File: src/rtl/mem_pkg.sv
// Shared data-memory definitions: access sizes, the store-buffer entry layout
// and lane/byte mask helpers used by the store buffer and its load extender.
package mem_pkg;

    localparam int DM_AW = 10;

    typedef enum logic [1:0] {
        SZ_BYTE = 2'b00,
        SZ_HALF = 2'b01,
        SZ_WORD = 2'b10,
        SZ_RSVD = 2'b11
    } size_e;

    typedef struct packed {
        logic [DM_AW-1:0] waddr;
        logic [3:0]       mask;
        logic [31:0]      data;
    } sb_entry_t;

    function automatic logic [31:0] mask_to_bytemask(input logic [3:0] m);
        return {{8{m[3]}}, {8{m[2]}}, {8{m[1]}}, {8{m[0]}}};
    endfunction

    // Reserved size counts as misaligned so the whole request is dropped.
    function automatic logic is_misaligned(input logic [1:0] sz, input logic [1:0] off);
        logic bad;
        case (size_e'(sz))
            SZ_BYTE: bad = 1'b0;
            SZ_HALF: bad = off[0];
            SZ_WORD: bad = (off != 2'b00);
            default: bad = 1'b1;
        endcase
        return bad;
    endfunction

endpackage

File: src/rtl/dm_store_buffer_if.sv
// Word-wide data-memory port: one address, combinational read, posedge write.
interface dm_store_buffer_if;
    logic        dm_we;
    logic [31:0] dm_addr;
    logic [31:0] dm_wd;
    logic [31:0] dm_rd;

    // Buffer side drives address/write; the memory returns read data in the same cycle.
    modport master (output dm_we, output dm_addr, output dm_wd, input dm_rd);
    modport slave  (input dm_we, input dm_addr, input dm_wd, output dm_rd);
endinterface

File: src/rtl/dm_load_ext.sv
// Load lane select: picks the byte/half/word addressed by byte_off out of the
// memory word and sign- or zero-extends it to 32 bits.
module dm_load_ext
    import mem_pkg::*;
(
    input  logic [31:0] rd,
    input  logic [1:0]  byte_off,
    input  logic [1:0]  size,
    input  logic        ld_unsigned,
    output logic [31:0] data
);

    logic [7:0]  lane_b;
    logic [15:0] lane_h;

    always_comb begin
        lane_b = 8'h00;
        lane_h = 16'h0000;
        data   = 32'h0000_0000;
        case (byte_off)
            2'b00:   lane_b = rd[7:0];
            2'b01:   lane_b = rd[15:8];
            2'b10:   lane_b = rd[23:16];
            default: lane_b = rd[31:24];
        endcase
        lane_h = byte_off[1] ? rd[31:16] : rd[15:0];
        case (size_e'(size))
            SZ_BYTE: data = {{24{lane_b[7] & ~ld_unsigned}}, lane_b};
            SZ_HALF: data = {{16{lane_h[15] & ~ld_unsigned}}, lane_h};
            SZ_WORD: data = rd;
            default: data = 32'h0000_0000;
        endcase
    end

endmodule

File: src/rtl/dm_store_buffer.sv
// In-order store buffer in front of a word-wide data memory: queues masked
// stores, drains them with read-modify-write, and serves loads with extension.
module dm_store_buffer
    import mem_pkg::*;
#(
    parameter int DEPTH = 4,
    parameter int AW    = DM_AW   // must match DM_AW, the entry waddr width
) (
    input  logic        clk,
    input  logic        reset,
    input  logic        ld_req,
    input  logic        st_req,
    input  logic [1:0]  size,
    input  logic        ld_unsigned,
    input  logic [31:0] addr,
    input  logic [31:0] st_data,
    output logic        stall,
    output logic [31:0] ld_data,
    output logic        misalign_exc,
    output logic        empty,
    dm_store_buffer_if.master dm
);

    localparam int PW = $clog2(DEPTH);
    localparam logic [PW:0] FULL_CNT = (PW+1)'(DEPTH);

    logic [PW:0]      count_q, count_d;
    logic [PW-1:0]    head_q, head_d;
    logic [PW-1:0]    tail_q, tail_d;
    logic [DEPTH-1:0] valid_q, valid_d;
    sb_entry_t        entry_q [DEPTH];
    sb_entry_t        entry_d [DEPTH];

    logic        ld_act, st_act, mis, ld_v, st_v;
    logic        hit, full, stall_int, drain, push;
    sb_entry_t   new_e, head_e;
    logic [31:0] head_bm;
    logic [31:0] ext_data;

    dm_load_ext u_load_ext (
        .rd          (dm.dm_rd),
        .byte_off    (addr[1:0]),
        .size        (size),
        .ld_unsigned (ld_unsigned),
        .data        (ext_data)
    );

    // A simultaneous load and store is treated as a load alone.
    always_comb begin
        ld_act = ld_req;
        st_act = st_req && !ld_req;
        mis    = (ld_act || st_act) && is_misaligned(size, addr[1:0]);
        ld_v   = ld_act && !mis;
        st_v   = st_act && !mis;

        hit = 1'b0;
        for (int i = 0; i < DEPTH; i++) begin
            if (valid_q[i] && (entry_q[i].waddr == addr[AW+1:2])) begin
                hit = 1'b1;
            end
        end
        hit = hit && ld_v;

        full      = (count_q == FULL_CNT);
        stall_int = (st_v && full) || (ld_v && hit);
        drain     = (count_q != '0) && (stall_int || (!ld_req && !st_req));
        push      = st_v && !stall_int;
    end

    always_comb begin
        new_e       = '0;
        new_e.waddr = addr[AW+1:2];
        case (size_e'(size))
            SZ_BYTE: begin
                new_e.mask = 4'b0001 << addr[1:0];
                new_e.data = {24'h000000, st_data[7:0]} << {addr[1:0], 3'b000};
            end
            SZ_HALF: begin
                new_e.mask = addr[1] ? 4'b1100 : 4'b0011;
                new_e.data = addr[1] ? {st_data[15:0], 16'h0000} : {16'h0000, st_data[15:0]};
            end
            default: begin
                new_e.mask = 4'b1111;
                new_e.data = st_data;
            end
        endcase
    end

    always_comb begin
        head_e  = entry_q[head_q];
        head_bm = mask_to_bytemask(head_e.mask);

        dm.dm_we   = drain && !reset;
        dm.dm_addr = drain ? {{(30-AW){1'b0}}, head_e.waddr, 2'b00} : {addr[31:2], 2'b00};
        dm.dm_wd   = drain ? ((dm.dm_rd & ~head_bm) | (head_e.data & head_bm)) : 32'h0000_0000;

        stall        = stall_int && !reset;
        misalign_exc = mis && !reset;
        ld_data      = (ld_v && !stall_int && !reset) ? ext_data : 32'h0000_0000;
        empty        = (count_q == '0) || reset;
    end

    // Push and drain never coincide (a push needs st_req, a drain then needs a stall),
    // but both are handled independently so the pointer logic stays uniform.
    always_comb begin
        count_d = count_q;
        head_d  = head_q;
        tail_d  = tail_q;
        valid_d = valid_q;
        entry_d = entry_q;
        if (push) begin
            entry_d[tail_q] = new_e;
            valid_d[tail_q] = 1'b1;
            tail_d          = tail_q + 1'b1;
        end
        if (drain) begin
            valid_d[head_q] = 1'b0;
            head_d          = head_q + 1'b1;
        end
        case ({push, drain})
            2'b10:   count_d = count_q + 1'b1;
            2'b01:   count_d = count_q - 1'b1;
            default: count_d = count_q;
        endcase
    end

    always_ff @(posedge clk or posedge reset) begin
        if (reset) begin
            count_q <= '0;
            head_q  <= '0;
            tail_q  <= '0;
            valid_q <= '0;
            for (int i = 0; i < DEPTH; i++) begin
                entry_q[i] <= '0;
            end
        end else begin
            count_q <= count_d;
            head_q  <= head_d;
            tail_q  <= tail_d;
            valid_q <= valid_d;
            for (int i = 0; i < DEPTH; i++) begin
                entry_q[i] <= entry_d[i];
            end
        end
    end

endmodule

File: src/flat_wrapper.sv
// flat-port wrapper written by rule: the top's interface ports become plain ports
module dm_store_buffer_flat import mem_pkg::*;
#(
    parameter int DEPTH = 4,
    parameter int AW    = DM_AW                                             
)
  (clk, reset, ld_req, st_req, size, ld_unsigned, addr, st_data, stall, ld_data, misalign_exc, empty, dm_dm_we, dm_dm_addr, dm_dm_wd, dm_dm_rd);
  dm_store_buffer_if dm_i ();
  input  logic clk;
  input  logic reset;
  input  logic ld_req;
  input  logic st_req;
  input  logic [1:0] size;
  input  logic ld_unsigned;
  input  logic [31:0] addr;
  input  logic [31:0] st_data;
  output logic stall;
  output logic [31:0] ld_data;
  output logic misalign_exc;
  output logic empty;
  output wire logic [$bits(dm_i.dm_we)-1:0] dm_dm_we;
  output wire logic [$bits(dm_i.dm_addr)-1:0] dm_dm_addr;
  output wire logic [$bits(dm_i.dm_wd)-1:0] dm_dm_wd;
  input wire logic [$bits(dm_i.dm_rd)-1:0] dm_dm_rd;
  assign dm_dm_we = dm_i.dm_we;
  assign dm_dm_addr = dm_i.dm_addr;
  assign dm_dm_wd = dm_i.dm_wd;
  assign dm_i.dm_rd = dm_dm_rd;
  dm_store_buffer #(.DEPTH(DEPTH), .AW(AW)) u_core (.clk(clk), .reset(reset), .ld_req(ld_req), .st_req(st_req), .size(size), .ld_unsigned(ld_unsigned), .addr(addr), .st_data(st_data), .stall(stall), .ld_data(ld_data), .misalign_exc(misalign_exc), .empty(empty), .dm(dm_i));
endmodule
File: config.mk
export PLATFORM = sky130hd
export DESIGN_NAME = dm_store_buffer_flat
export DESIGN_NICKNAME = d
export VERILOG_FILES = /design/src/rtl/mem_pkg.sv /design/src/rtl/dm_store_buffer_if.sv /design/src/rtl/dm_load_ext.sv /design/src/rtl/dm_store_buffer.sv /design/src/flat_wrapper.sv
export SDC_FILE = /design/constraint.sdc
export NUM_CORES = 1
export LEC_CHECK = 0
export ABC_AREA = 1
export CAP_MARGIN = 20
export CORE_MARGIN = 4
export CORE_UTILIZATION = 45
export DETAILED_ROUTE_END_ITERATION = 10
export GPL_TIMING_DRIVEN = 0
export PLACE_DENSITY_LB_ADDON = 0.3
export SYNTH_ARGS = -nofsm -noshare
export SYNTH_HDL_FRONTEND = slang
export SYNTH_SLANG_ARGS = --single-unit
export TNS_END_PERCENT = 10
File: constraint.sdc
create_clock -name clk -period 10.7 [get_ports clk]
set_input_delay 1.07 -clock clk [delete_from_list [all_inputs] [get_ports clk]]
set_output_delay 1.07 -clock clk [all_outputs]
set_load 0.02 [all_outputs]
; ---- Word level (Yosys, flattened, before mapping)
; Index checks and enable logic that the tools add are counted.
[word_totals]
register_bits = 195
out_inout_bits = 100
inputBits = 103
elab_cells = 116
[op_classes]
muxes = 27
reduce_logical = 37
n_shift = 2
magnitude_cmp = 7
bitwise_logic = 12
addsub = 4
eq_ne = 11
[op_table]
columns = operator, n
row1 = 184-bit bitwise mux, 1
row2 = 46-bit two-way mux, 3
row3 = 32-bit two-way mux, 4
row4 = 32-bit one-hot mux with 3 select lines, 1
row5 = 46-bit binary-select mux with 2-bit select, 1
row6 = 46-bit demux with 2-bit select, 1
row7 = 36-bit one-hot mux with 2 select lines, 1
row8 = 32-bit AND, 2
row9 = 10-bit == test, 4
row10 = 32-bit NOT, 1
row11 = 32-bit OR, 1
row12 = 8-bit by 5-bit left shift with 32-bit output, 1
row13 = 8-bit one-hot mux with 3 select lines, 1
row14 = 1-bit logical AND, 22
row15 = 16-bit two-way mux, 1
row16 = 4-bit two-way mux, 3
row17 = "2-bit by 1-bit == test with 1-bit output, second input constant", 3
row18 = "2-bit == test, second input constant", 3
row19 = "3-bit greater-or-equal comparator, second input constant", 2
row20 = "2-bit by 3-bit < comparator with 1-bit output, second input constant", 2
row21 = 1-bit two-way mux, 6
row22 = 2-bit NOT with 3-bit output, 2
row23 = 3-bit one-hot mux with 2 select lines, 1
row24 = 1-bit logical NOT, 5
row25 = other kinds (19), 28

; ---- Depth between registers and ports, before layout
[logic_depth]
word_depth = 14
mapped_depth = 19
depth_no_buf = 18

; ---- Cells and area by module
; Synthesis repeated with hierarchy kept, for this count alone.
[hier_totals]
cells_unflattened = 1650
hier_area_um2 = 12127.9
[by_module_without_submodules]
columns = mod, seq_area_each_um2, area_each_um2, cells_each, n_inst
row1 = dm_store_buffer, 4879.7, 11174.5, 1438, 1
row2 = dm_load_ext, 0.0, 953.4, 212, 1

; ---- Worst setup path after synthesis
; No wires, ideal clock.
[synth_timing]
path_type = input-to-output
startpoint = input port reset
endpoint = output port ld_data[10]
t_arrival_ns = 6.102
required_time_ns = 9.630
path_buffers = 1
path_slack_ns = 3.528
cell_stages = 4
cell_sequence = inv_1 nand3_4 buf_6 nor2_1
[synth_between]
elab_chain_cells = 3
[synth_rtl]
columns = element, line_no
row1 = from (decl), flat_wrapper.sv:10  ; input logic reset;
row2 = 1-bit logical NOT, dm_store_buffer.sv:99  ; ld_data = (ld_v && !stall_int && !reset) ? ext_data : 32'h0000_0000;
row3 = 1-bit logical AND, dm_store_buffer.sv:99
row4 = 32-bit two-way mux, dm_store_buffer.sv:99
row5 = to (decl), flat_wrapper.sv:18  ; output logic [31:0] ld_data;
; No other way between the ends.

; ---- Final worst setup path
[layout_timing]
startpoint = input port size[0]
endpoint = output port ld_data[10]
[layout_between]
elab_chain_cells = 12
elab_cells_between_ends = 17
classes_between = 2 x eq/ne / 3 x mux / 12 x reduce/logical
[layout_rtl]
columns = element, line_no
row1 = from (decl), flat_wrapper.sv:13  ; input logic [1:0] size;
row2 = 2-bit == test (tied with other cells), "mem_pkg.sv:27, dm_load_ext.sv:27"
row3 = 1-bit one-hot mux with 3 select lines, mem_pkg.sv:27  ; case (size_e'(sz))
row4 = 1-bit logical AND, dm_store_buffer.sv:52  ; mis = (ld_act || st_act) && is_misaligned(size, addr[1:0]);
row5 = 1-bit logical NOT, "dm_store_buffer.sv:53, dm_store_buffer.sv:54"
row6 = 1-bit logical AND, dm_store_buffer.sv:53  ; ld_v = ld_act && !mis;
row7 = 1-bit logical AND, dm_store_buffer.sv:62  ; hit = hit && ld_v;
row8 = 1-bit logical AND, dm_store_buffer.sv:65  ; stall_int = (st_v && full) || (ld_v && hit);
row9 = 1-bit logical OR, dm_store_buffer.sv:65
row10 = 1-bit logical NOT, dm_store_buffer.sv:99
row11 = 1-bit logical AND (2 in a row), dm_store_buffer.sv:99
row12 = 32-bit two-way mux (*), dm_store_buffer.sv:99
; Every way passes the cells marked *; elsewhere a longest branch is shown, timed or not.

==> out/qor.txt <==
vias in the first global route -> 11.78k
Overall Power -> 3.701 mW
max cap viols -> 0
CTS sink count -> 195
fin crit share -> 0.5028
synthesized cell area -> 11770 sq um
DR pass1 iterations -> 6
worst r2r path cells -> 18
P per Cell Area -> 250.3 nW/um^2
Vias per Instance -> 5.695
Clock Path Buffers -> 2
CP Capture Type -> output port
Final Util -> 0.5806
Post-Route WL -> 43.41 mm
Req. time, crit path -> 9.63 ns
worst hold stages -> 2
remaining routing DRC violations -> 0
syn avg cell area -> 7.607 sq um
io pins -> 203
via count -> 12.02k
outcome -> finished clean
final setup fails -> 0
Max stage delay on crit path -> 0.69 ns
hold-fix buffers at CTS -> 0
antenna violations before repair -> 1
Die Ht -> 169.7 microns
unrepaired setup endpoints after global routing -> false
Ys Warns -> 0
kind of critical path -> primary input to output port
post-cts gate resize count -> 0
largest cells by area after synthesis -> dfrtp_1 41%, nand2_1 12%, o21ai_0 6.3%
Fin Clk Skew -> 0.01626 ns
arrival time worst endpoint -> 4.31 ns
CTS tree -> yes
register area share after synthesis -> 0.4146
initial drt markers -> 1387
Hold WS -> 0.4809 ns
Num CTS Buffers -> 17
die width -> 169.7 microns
Routability Congestion -> 1.039
number of flops mapped to enable cells by yosys -> 0
CP max stage cell -> clkdlybuf4s50_1
cell area after layout -> 14790 sq um
Synth top cells by count -> 373 x nand2_1, 195 x dfrtp_1, 169 x nor2_1
dpl cells -> 2077
leak pwr -> 6.831 nW
CTS root buf -> clkbuf_16
Tightest Pin Transition -> 0.9969 ns
first-pass GRT wire length -> 67.10 mm
IO Port Bufs -> 198
Hold Crit Class -> flop to flop
core area -> 25470 sq um
total congestion overflow -> 0
crit-path cells -> clkdlybuf4s50_1 > inv_2 > nand2_1 > o21ai_2 > nor2_1 > o21ai_4 > and2_4 > nand3_4 > buf_6 > nor2_1 > clkdlybuf4s50_1
CP max FO -> 10
starting density of the core -> 0.4620
Syn Inst Count -> 1547
FILL cells -> 2335
Distinct cells, synth -> 46
# Post-CTS Setup Buffers -> 0
Synth top area share -> 0.4146
Slew Limit Fails -> 0
register bit count reported by yosys -> 195
Clock transition at path regs -> 0.07 ns
post-DP HPWL -> 32.11 mm
Synth async-reset ratio -> 1.000
Placement Setup Slack -> 5.339 ns
Placed Area -> 14200 sq um
Die Area -> 28800 sq um
Synth Flop Type -> dfrtp_1
pin count of the biggest net entering global routing -> 131
WL/cell -> 20.57 microns
clk_lat worst skew -> 0.45 ns
num rows -> 58
Finished Layout Cells -> 2110
H-tree depth -> 4
final setup margin -> 5.320 ns
global-route usage over all layers -> 0.2985
Syn-to-layout area delta -> 25.66%
layout cells sized above 1 -> 0.1158
Tmin final -> 5.380 ns
worst vdd ir -> 0.1155 mV
Nets -> 1879
startpoint types -> primary input
ANT nets after route -> 0
Hold Vio Cnt, Final -> 0
largest area contributor in the netlist -> dfrtp_1
final setup TNS -> 0 ns
most common cell in the netlist -> nand2_1
maximum clock frequency -> 185.9 MHz
Worst slew margin -> 0.3354
## power by group
group,internal [mW],switching (mW)
Sequential,1.06,0.217
Combinational,0.658,1.12
Clock,0.316,0.326
## cells in the final DEF (no fill, tap or decap), drive strengths merged
cell             n
clkdlybuf4s50  198
o221ai          34
ha               9
clkbuf          66
o2bb2ai          2
a211oi           1
dfrtp          195
o22ai           17
a221oi           4
o221a            8
nand3           39
conb             2
buf             51
and2             1
xnor2            8
o211ai           1
a21oi           39
inv            170
fa               1
o21ai          337
clkinv           6
a22oi            8
a41oi            1
nor3             3
nand2          375
diode            1
nand4            6
nor2           190
xor2             2
or2              5
## layer usage
layer / vias up / routed length [microns] / part of all wire / track usage
met4: 2 / 1863 / 0.043 / 0.1271
met2: 697 / 19880 / 0.46 / 0.4685
met5: - / 13 / 0.00030 / 0
met1: 5668 / 17880 / 0.41 / 0.3956
li1: 5515 / - / - / -
met3: 135 / 3769 / 0.087 / 0.07291
## critical path: cells and delay by family
family / cells / cell delay [ns]
compound gates: 2 / 0.65
simple gates: 5 / 1.06
buf+inv: 4 / 1.50
## cell type report
| cell class | count | area, sq um | share of cell area |
|---|---|---|---|
| flip-flops and latches | 195 | 4880 | 0.3299 |
| diodes | 1 | 2.502 | 0.0001692 |
| multi-input cells | 1093 | 5617 | 0.3798 |
| well taps | 330 | 412.9 | 0.02792 |
| repair buffers | 199 | 2009 | 0.1359 |
| clock inverters | 14 | 155.1 | 0.01049 |
| plain buffers | 98 | 668.1 | 0.04518 |
| inverters | 162 | 615.6 | 0.04162 |
| clock buffers | 18 | 429.2 | 0.02902 |
## final timing paths
check	startpoint	endpoint	slack (ns)
setup / recovery	size[0]	ld_data[10]	5.32
hold / removal	u_core.entry_q[75]	u_core.entry_q[75]	0.48
setup reg to reg	u_core.entry_q[86]	u_core.count_q[2]	7.71
hold reg to reg	u_core.entry_q[75]	u_core.entry_q[75]	0.48
max in group asynchronous	reset	u_core.entry_q[55]	8.52
min in group asynchronous	reset	u_core.count_q[0]	1.13
## sequential cells by signal, indices dropped and copies added (netlist names)
register / cells
u_core.count_q: 3
u_core.entry_q: 184
u_core.head_q: 2
u_core.tail_q: 2
u_core.valid_q: 4
## cells by family after synthesis
group / share of synthesized area
AOI/OAI and AO/OA: 0.2380
xor gates and xnor gates: 0.007443
adders and majority gates: 0.01127
buffers and inverters: 0.1084
DFF: 0.4146
other: 0.0003186
and+or+nand+nor: 0.2199
No activity file was read; power rests on OpenSTA's default activity.
